**src/rtl/sym_vn_pkg.sv**
```systemverilog
// Shared types and default sizing for the symmetric VN rank LUT.
package sym_vn_pkg;
  typedef enum logic [1:0] {
    IDLE = 2'd0,
    LOAD = 2'd1,
    FULL = 2'd2
  } vn_state_t;

  localparam int QUAN_SIZE_DEF   = 4;
  localparam int PAGE_ADDR_W_DEF = 6;
endpackage

```
**src/rtl/sym_vn_lut_mp.sv**
```systemverilog
// One LUT bank: a single synchronous write port and READ_PORTS combinational read ports.
module sym_vn_lut_mp
  import sym_vn_pkg::*;
#(
  parameter int QUAN_SIZE  = QUAN_SIZE_DEF,
  parameter int ADDR_W     = PAGE_ADDR_W_DEF + 1,
  parameter int READ_PORTS = 2
) (
  input  logic                           clk,
  input  logic                           we,
  input  logic [ADDR_W-1:0]              waddr,
  input  logic [QUAN_SIZE-1:0]           wdata,
  input  logic [READ_PORTS*ADDR_W-1:0]   raddr,
  output logic [READ_PORTS*QUAN_SIZE-1:0] rdata
);
  logic [QUAN_SIZE-1:0] mem [2**ADDR_W];

  always_ff @(posedge clk) begin
    if (we) mem[waddr] <= wdata;
  end

  for (genvar p = 0; p < READ_PORTS; p++) begin : g_rd
    assign rdata[p*QUAN_SIZE +: QUAN_SIZE] = mem[raddr[p*ADDR_W +: ADDR_W]];
  end
endmodule

```
**src/rtl/sym_vn_rank_mb.sv**
```systemverilog
// Multi-bank, multi-port VN rank LUT; reads serve the active half while a
// reload streams into the shadow half, then an atomic swap promotes it.
module sym_vn_rank_mb
  import sym_vn_pkg::*;
#(
  parameter int QUAN_SIZE   = QUAN_SIZE_DEF,
  parameter int BANK_NUM    = 2,
  parameter int PAGE_ADDR_W = PAGE_ADDR_W_DEF,
  parameter int READ_PORTS  = 2,
  localparam int BANK_W     = $clog2(BANK_NUM)
) (
  input  logic                              write_clk,
  input  logic                              rst,
  input  logic [READ_PORTS-1:0]             rd_en,
  input  logic [READ_PORTS*BANK_W-1:0]      rd_bank,
  input  logic [READ_PORTS*PAGE_ADDR_W-1:0] rd_page,
  output logic [READ_PORTS*QUAN_SIZE-1:0]   lut_data,
  output logic [READ_PORTS-1:0]             lut_valid,
  input  logic                              load_start,
  input  logic                              load_valid,
  output logic                              load_ready,
  input  logic [BANK_NUM*QUAN_SIZE-1:0]     load_data,
  input  logic                              load_last,
  input  logic                              swap_req,
  output logic                              active_sel,
  output logic                              shadow_full,
  output logic                              load_err
);
  localparam int ADDR_W = PAGE_ADDR_W + 1;
  localparam logic [PAGE_ADDR_W-1:0] PTR_MAX = '1;

  vn_state_t                       state, state_nxt;
  logic [PAGE_ADDR_W-1:0]          load_ptr, ptr_nxt;
  logic                            active_nxt, err_nxt, beat;
  logic [READ_PORTS*ADDR_W-1:0]    rd_addr;
  logic [READ_PORTS*QUAN_SIZE-1:0] bank_rdata [BANK_NUM];
  logic [READ_PORTS*QUAN_SIZE-1:0] port_rdata;

  assign load_ready  = (state == LOAD);
  assign shadow_full = (state == FULL);
  assign beat        = load_valid & load_ready;

  for (genvar p = 0; p < READ_PORTS; p++) begin : g_addr
    assign rd_addr[p*ADDR_W +: ADDR_W] = {active_sel, rd_page[p*PAGE_ADDR_W +: PAGE_ADDR_W]};
  end

  // Loads always target the inactive half, so reads never see a partial table.
  for (genvar b = 0; b < BANK_NUM; b++) begin : g_bank
    sym_vn_lut_mp #(
      .QUAN_SIZE (QUAN_SIZE),
      .ADDR_W    (ADDR_W),
      .READ_PORTS(READ_PORTS)
    ) u_bank (
      .clk  (write_clk),
      .we   (beat),
      .waddr({~active_sel, load_ptr}),
      .wdata(load_data[b*QUAN_SIZE +: QUAN_SIZE]),
      .raddr(rd_addr),
      .rdata(bank_rdata[b])
    );
  end

  always_comb begin
    port_rdata = '0;
    for (int p = 0; p < READ_PORTS; p++) begin
      port_rdata[p*QUAN_SIZE +: QUAN_SIZE] =
        bank_rdata[rd_bank[p*BANK_W +: BANK_W]][p*QUAN_SIZE +: QUAN_SIZE];
    end
  end

  always_ff @(posedge write_clk or posedge rst) begin
    if (rst) begin
      lut_data  <= '0;
      lut_valid <= '0;
    end else begin
      lut_valid <= rd_en;
      for (int p = 0; p < READ_PORTS; p++) begin
        if (rd_en[p]) lut_data[p*QUAN_SIZE +: QUAN_SIZE] <= port_rdata[p*QUAN_SIZE +: QUAN_SIZE];
      end
    end
  end

  always_ff @(posedge write_clk or posedge rst) begin
    if (rst) begin
      state      <= IDLE;
      load_ptr   <= '0;
      active_sel <= 1'b0;
      load_err   <= 1'b0;
    end else begin
      state      <= state_nxt;
      load_ptr   <= ptr_nxt;
      active_sel <= active_nxt;
      load_err   <= err_nxt;
    end
  end

  always_comb begin
    state_nxt  = state;
    ptr_nxt    = load_ptr;
    active_nxt = active_sel;
    err_nxt    = 1'b0;
    case (state)
      IDLE: begin
        if (swap_req) err_nxt = 1'b1;
        if (load_start) begin
          state_nxt = LOAD;
          ptr_nxt   = '0;
        end
      end
      LOAD: begin
        if (swap_req || load_start) err_nxt = 1'b1;
        if (beat) begin
          ptr_nxt = load_ptr + PAGE_ADDR_W'(1);
          if (load_last || load_ptr == PTR_MAX) state_nxt = FULL;
        end
      end
      FULL: begin
        // A restart takes priority over a simultaneous swap.
        if (load_start) begin
          state_nxt = LOAD;
          ptr_nxt   = '0;
          err_nxt   = swap_req;
        end else if (swap_req) begin
          active_nxt = ~active_sel;
          state_nxt  = IDLE;
        end
      end
      default: state_nxt = IDLE;
    endcase
  end
endmodule

```
**config.mk**
```make
export PLATFORM = sky130hd
export DESIGN_NAME = sym_vn_rank_mb
export DESIGN_NICKNAME = d
export VERILOG_FILES = /design/src/rtl/sym_vn_pkg.sv /design/src/rtl/sym_vn_lut_mp.sv /design/src/rtl/sym_vn_rank_mb.sv
export SDC_FILE = /design/constraint.sdc
export NUM_CORES = 1
export LEC_CHECK = 0
export CELL_PAD_IN_SITES_DETAIL_PLACEMENT = 1
export CELL_PAD_IN_SITES_GLOBAL_PLACEMENT = 1
export CORE_MARGIN = 2
export CORE_UTILIZATION = 45
export DETAILED_ROUTE_END_ITERATION = 10
export PLACE_DENSITY_LB_ADDON = 0.05
export SETUP_SLACK_MARGIN = 0.3
export SLEW_MARGIN = 5
export SYNTH_ARGS = -nofsm -noshare
export SYNTH_HDL_FRONTEND = slang
export SYNTH_SLANG_ARGS = --single-unit
export TNS_END_PERCENT = 30
```
**constraint.sdc**
```tcl
create_clock -name write_clk -period 3.2 [get_ports write_clk]
set_input_delay 0.96 -clock write_clk [delete_from_list [all_inputs] [get_ports write_clk]]
set_output_delay 0.96 -clock write_clk [all_outputs]
set_load 0.005 [all_outputs]
```
Word level (Yosys, flattened, before mapping):

Memory sizes are Yosys's and may differ from the RTL's.
Index checks and enable logic that the tools add are counted.

* order comparisons: 2
* bitwise logic cells: 5
* equality and inequality tests: 8
* mux-type cells: 21
* reductions and logical operators: 8
* add/subtract/negate cells: 1

Operators by type and width (number)
* $mux 8: 3
* $mux 4: 3
* $mux 6: 2
* $pmux 6 s2: 1
* $mux 2: 5
* $add 6x1->6 const B: 1
* $eq 6x6->1 const B: 1
* $ne 2x1->1 const B: 3
* $pmux 2 s3: 1
* $reduce_and 3->1: 2
* $mux 1: 5
* $ge 2x2->1 const B: 2
* $not 1->2: 2
* $reduce_and 4->1: 1
* $ne 3x3->1 const B: 1
* $pmux 1 s3: 1
* $eq 2x1->1 const B: 1
* $eq 2x2->1 const B: 1
* $logic_not 2->1: 1
* $logic_or 1x1->1: 2
* $ne 2x2->1 const B: 1
* $not 1->1: 2
* $reduce_bool 2->1: 1
* $reduce_or 2->1: 1
* $and 1x1->1: 1

* memories kept: 2
* memory bits (writable): 1024
* flip-flop bits (word level): 20
* output and inout bits: 14
* logic and storage cells: 54
* bits of input ports: 30

Memories
* g_bank[0].u_bank.mem: words 128, bits a word 4, rd ports 2, clocked after Yosys merged registers in 0, wr ports 1, RTL line sym_vn_lut_mp.sv:16 `logic [QUAN_SIZE-1:0] mem [2**ADDR_W];`
* g_bank[1].u_bank.mem: words 128, bits a word 4, rd ports 2, clocked after Yosys merged registers in 0, wr ports 1, RTL line sym_vn_lut_mp.sv:16

Logic depth before layout (Yosys ltp):

* depth in word-level cells: 5
* mapped depth: 12
* depth with buffers taken out: 7

Hierarchy:

Synthesis repeated with hierarchy kept, for this count alone.

* cells, all modules: 2319
* area total of the unflattened synthesis: 49199.7 um2

Modules (own cells, without submodules)
* sym_vn_lut_mp: cells each 1113, area each 24105.6 um2, sequential area each 15374.7 um2, instances 2
* sym_vn_rank_mb: cells each 93, area each 988.4 um2, sequential area each 500.5 um2, instances 1

Least setup slack after synthesis:

OpenSTA, ideal clock, no wires.

* path type: input to register
* from: input port rd_page[6]
* to: register lut_data[5]
* path buffers: 3
* stages on the path: 9
* setup slack: 0.258 ns
* arrival: 2.818 ns
* cell sequence: buf_2 > buf_4 > buf_2 > mux4_2 > a221oi_1 > nand2_1 > nand4_1 > a21oi_1 > a211o_1

* cells in the longest elaborated chain, start to end: 4

RTL lines
* start, declared: RTL line sym_vn_rank_mb.sv:16 `input logic [READ_PORTS*PAGE_ADDR_W-1:0] rd_page,`
* $mem_v2 128x4
* $mux 8 (implied by the code) (*) (3 in a row): RTL line sym_vn_rank_mb.sv:67 `bank_rdata[rd_bank[p*BANK_W +: BANK_W]][p*QUAN_SIZE +: QUAN_SIZE];`
* end signal, assigned by index: RTL line sym_vn_rank_mb.sv:78 `if (rd_en[p]) lut_data[p*QUAN_SIZE +: QUAN_SIZE] <= port_rdata[p*QUAN_SIZE +: QUAN_SIZE];`
* end, declared: RTL line sym_vn_rank_mb.sv:17 `output logic [READ_PORTS*QUAN_SIZE-1:0] lut_data,`

Mark *: on every way between the ends. The rest lies on a longest branch, timed or not. The select of a mux whose other input is x is not followed.
A chain may end at the register's enable or synchronous reset.

Final worst setup path:

* from: input port rd_page[4]
* to: register lut_data[1]

* cells in the longest elaborated chain, start to end: 4

RTL lines (RTL line)
* $mem_v2 128x4
* $mux 4 (implied by the code) (*) (3 in a row): sym_vn_rank_mb.sv:67

Marks and branches as above.

==> results.py <==
metrics = {
    "run_status": {
        "run_status": "finished, final reports clean",
    },
    "power": {
        "power_w": 0.0328,
        "power.leakage_nw": 20.8,
        "peakVddDrop_mv": 0.560,
        "pwr-share-clk": 0.395,
        "power_frac_seq": 0.468,
        "cellInternalPower_w": 0.0244,
        "netSwitchingFraction": 0.257,
        "p_comb_frac": 0.138,
        "p_switching_w": 0.00844,
        "power_density_nw_per_um2": 547,
    },
    "die": {
        "die_h_um": 335,
        "rows": 121,
        "dieArea_um2": 112000,
        "io_pins": 44,
        "coreArea_um2": 109000,
        "dieWidth_um": 335,
        "start_util": 0.453,
    },
    "hold_path": {
        "hp-class": "reg -> reg",
    },
    "sta": {
        "period_minus_slack_ns": 3.06,
        "max_freq_ghz": 0.327,
        "skew_ns": 0.0445,
        "worst-slew-pin-transition_ns": 1.31,
        "slew_violations": 0,
        "hold_violations": 0,
        "holdWs_ns": 0.563,
        "period_share": 0.955,
        "finalSetupViolations": 0,
        "slew_headroom": 0.124,
        "grt_setup_unrepaired": "true",
    },
    "setup_path": {
        "worstPathArrival_ns": 3.69,
        "cp_top_family": "simple AND/OR/NAND/NOR gates",
        "required_ns": 3.84,
        "path_max_fanout": 12,
        "critPathKind": "in -> reg",
        "worstSetupStartpointType": "input port",
        "cp_slowest_cell": "or3b_2",
        "slowest_delay_ns": 0.61,
        "end_kind": "flip-flop",
        "path_cells": "buf_2, buf_12, buf_4, or3b_2, buf_4, o22ai_1, nor3_1, and3_1, o22ai_1, nand3_1, o221ai_1",
        "critPathBufInv": 4,
    },
    "synthesis": {
        "synth_nets": 2908,
        "yosys.area.top_type": "edfxtp_1",
        "synth.avg_cell_area_um2": 17.1,
        "synth.top_cell.area_share": 0.625,
        "ys_types": 58,
        "ys.flop_type": "edfxtp_1",
        "synth-async-reset-ratio": 0.0192,
        "ys_seq_area_frac": 0.635,
        "yosys_warnings": 0,
        "synth_edf_count": 1024,
        "yosysMostFrequentCell": "edfxtp_1",
        "netlist_instances": 2877,
        "ys_top_cells_by_count": "edfxtp_1 (1024), mux4_2 (356), mux2i_1 (307)",
        "synth_area_leaders": "edfxtp_1 (62%), mux4_2 (16%), mux2i_1 (6.2%), nor2_1 (1.3%), a22oi_1 (1.2%)",
        "synthesis.area_um2": 49200,
        "synth_seq_cells": 1044,
    },
    "place": {
        "gp_congestion": 0.951,
        "io_buffers": 43,
        "dp_hpwl_um": 134000,
        "dp.cells": 4777,
    },
    "route": {
        "wl_met1_um": 76100,
        "wl_met3_um": 16200,
        "drc": 0,
        "vias": 32800,
        "wl_per_cell_um": 37.3,
        "drtIter0Drc": 4204,
        "detail-route-antenna-nets": 0,
        "topRoutingLayerUsed": "met5",
        "dr_wl_met2_um": 86100,
        "drt_wl_total_um": 186000,
        "viasPerCell": 6.57,
        "firstDrtPassIters": 6,
    },
    "clock_tree": {
        "cts_tree": "built",
        "cts_buffers": 113,
        "cts_buffer_depth": 3,
        "ctsRootBufferMaster": "clkbuf_16",
        "holdBufCountCts": 0,
        "clk_latency_ns": 0.75,
        "cts_sinks": 1044,
        "clk_pin_slew_worst_paths_ns": 0.06,
        "htreeDepth": 3,
    },
    "final_layout": {
        "layout-drive-gt1-share": 0.345,
        "syn_to_final_growth_pct": 21.8,
        "instances_no_fill": 4992,
        "nNetsFinal": 3512,
        "fill_cells": 9932,
    },
    "flow_run": {
        "maxCapViolCount": 0,
    },
    "global_route": {
        "globalRouteOverflowTotal": 0,
        "grt_use_total": 0.335,
        "grt_start_max_net_pins": 129,
        "grt_pass1_vias": 33900,
        "grt_first_pass_wirelength_um": 263000,
        "antenna_found_initial": 7,
    },
}
## cell usage in the layout (no fill, tap or decap), drive strengths merged, types with 7 or more instances in the layout
master	n
a211oi	29
buf	675
a22o	12
nor2b	27
a22oi	79
nand2b	14
o22ai	91
o21ai	35
a2111oi	16
nor2	176
o221ai	61
a221oi	21
or3	8
nand2	118
clkinv	49
nand4	7
nor4	8
bufinv	9
dfrtp	20
nor3	69
a21oi	49
clkbuf	145
nand3	41
and2	9
edfxtp	1024
inv	18
mux2i	307
clkdlybuf4s50	27
mux4	362
a31oi	8
## final cells by class
class | count | area, um^2 | area share
antenna | 2 | 5.00 | 0.0000835
clock buffer | 144 | 3020 | 0.0503
clock inverter | 66 | 589 | 0.00983
inverter | 13 | 48.8 | 0.000814
multi-input combinational | 1606 | 16800 | 0.281
sequential | 1044 | 31300 | 0.521
tap | 1414 | 1770 | 0.0295
timing repair buffer | 703 | 6440 | 0.107
## metrics by stage
| stage | setup WS [ns] | util | TNS [ns] | cell area (um^2) |
|---|---|---|---|---|
| detailed placement | -1.01 | 0.516 | -5.54 | 56100 |
| floorplan | 0.287 | - | 0 | 49200 |
| CTS | 0.240 | 0.551 | 0 | 59800 |
| global placement | -1.04 | 0.516 | -5.47 | 56100 |
| global route | 0.219 | 0.552 | 0 | 60000 |
| finish | 0.144 | 0.552 | 0 | 60000 |
## worst paths after layout
kind / to / slack [ns] / cells after the start / start
max: lut_data[1] / 0.14 / 11 / rd_page[4]
min: load_err / 0.56 / 1 / state[1]
max reg2reg: lut_data[5] / 0.47 / 8 / active_sel
min reg2reg: load_err / 0.56 / 1 / state[1]
max in group asynchronous: lut_data[1] / 2.11 / 3 / rst
min in group asynchronous: lut_data[2] / 0.67 / 3 / rst
## state kept, by name, summed over array words and instances (netlist names)
register,count
load_ptr,6
lut_valid,2
lut_data,8
g_bank.u_bank.mem,1024
state,2
load_err,1
active_sel,1
## kinds of logic (layout without fill, tap and decap cells)
logic type               count (synthesis)  after routing  share of synthesized area
adder cells (fa/ha/maj)                  1              1                   0.000254
buffers and inverters                  227            926                     0.0265
AND/OR/NAND/NOR                        499            499                     0.0462
XOR/XNOR                                 5              5                   0.000890
AO/OA/AOI/OAI                          431            431                     0.0623
flip-flops                            1044           1044                      0.635
multiplexers                           670            670                      0.229
other                                    0              2                          0
## per-layer routing
layer / vias up / global-route usage
met2: 1642 / 0.525
met3: 339 / 0.0639
met4: 4 / 0.121
met1: 17500 / 0.470
met5: - / 0
li1: 13300 / -
## power by group through the flow
| stage | Sequential [W] | Clock, W | Combinational (W) |
|---|---|---|---|
| after global routing | 0.0154 | 0.0136 | 0.00465 |
| after detailed placement | 0.0156 | 0 | 0.00437 |
| after floorplan | 0.0155 | 0 | 0.00187 |
| final | 0.0153 | 0.0129 | 0.00451 |
| after CTS | 0.0153 | 0.0131 | 0.00442 |
| after global placement | 0.0156 | 0 | 0.00432 |
## what timing repair did
| item | 4_1_cts | 5_1_grt |
|---|---|---|
| setup buffers | 0 | 2 |
| pin swaps | 1 | 2 |
| resized for setup | 23 | 16 |
| setup endpoints to repair | 13 | 13 |
| gates cloned | 0 | 1 |
No activity file was read; power rests on OpenSTA's default activity.
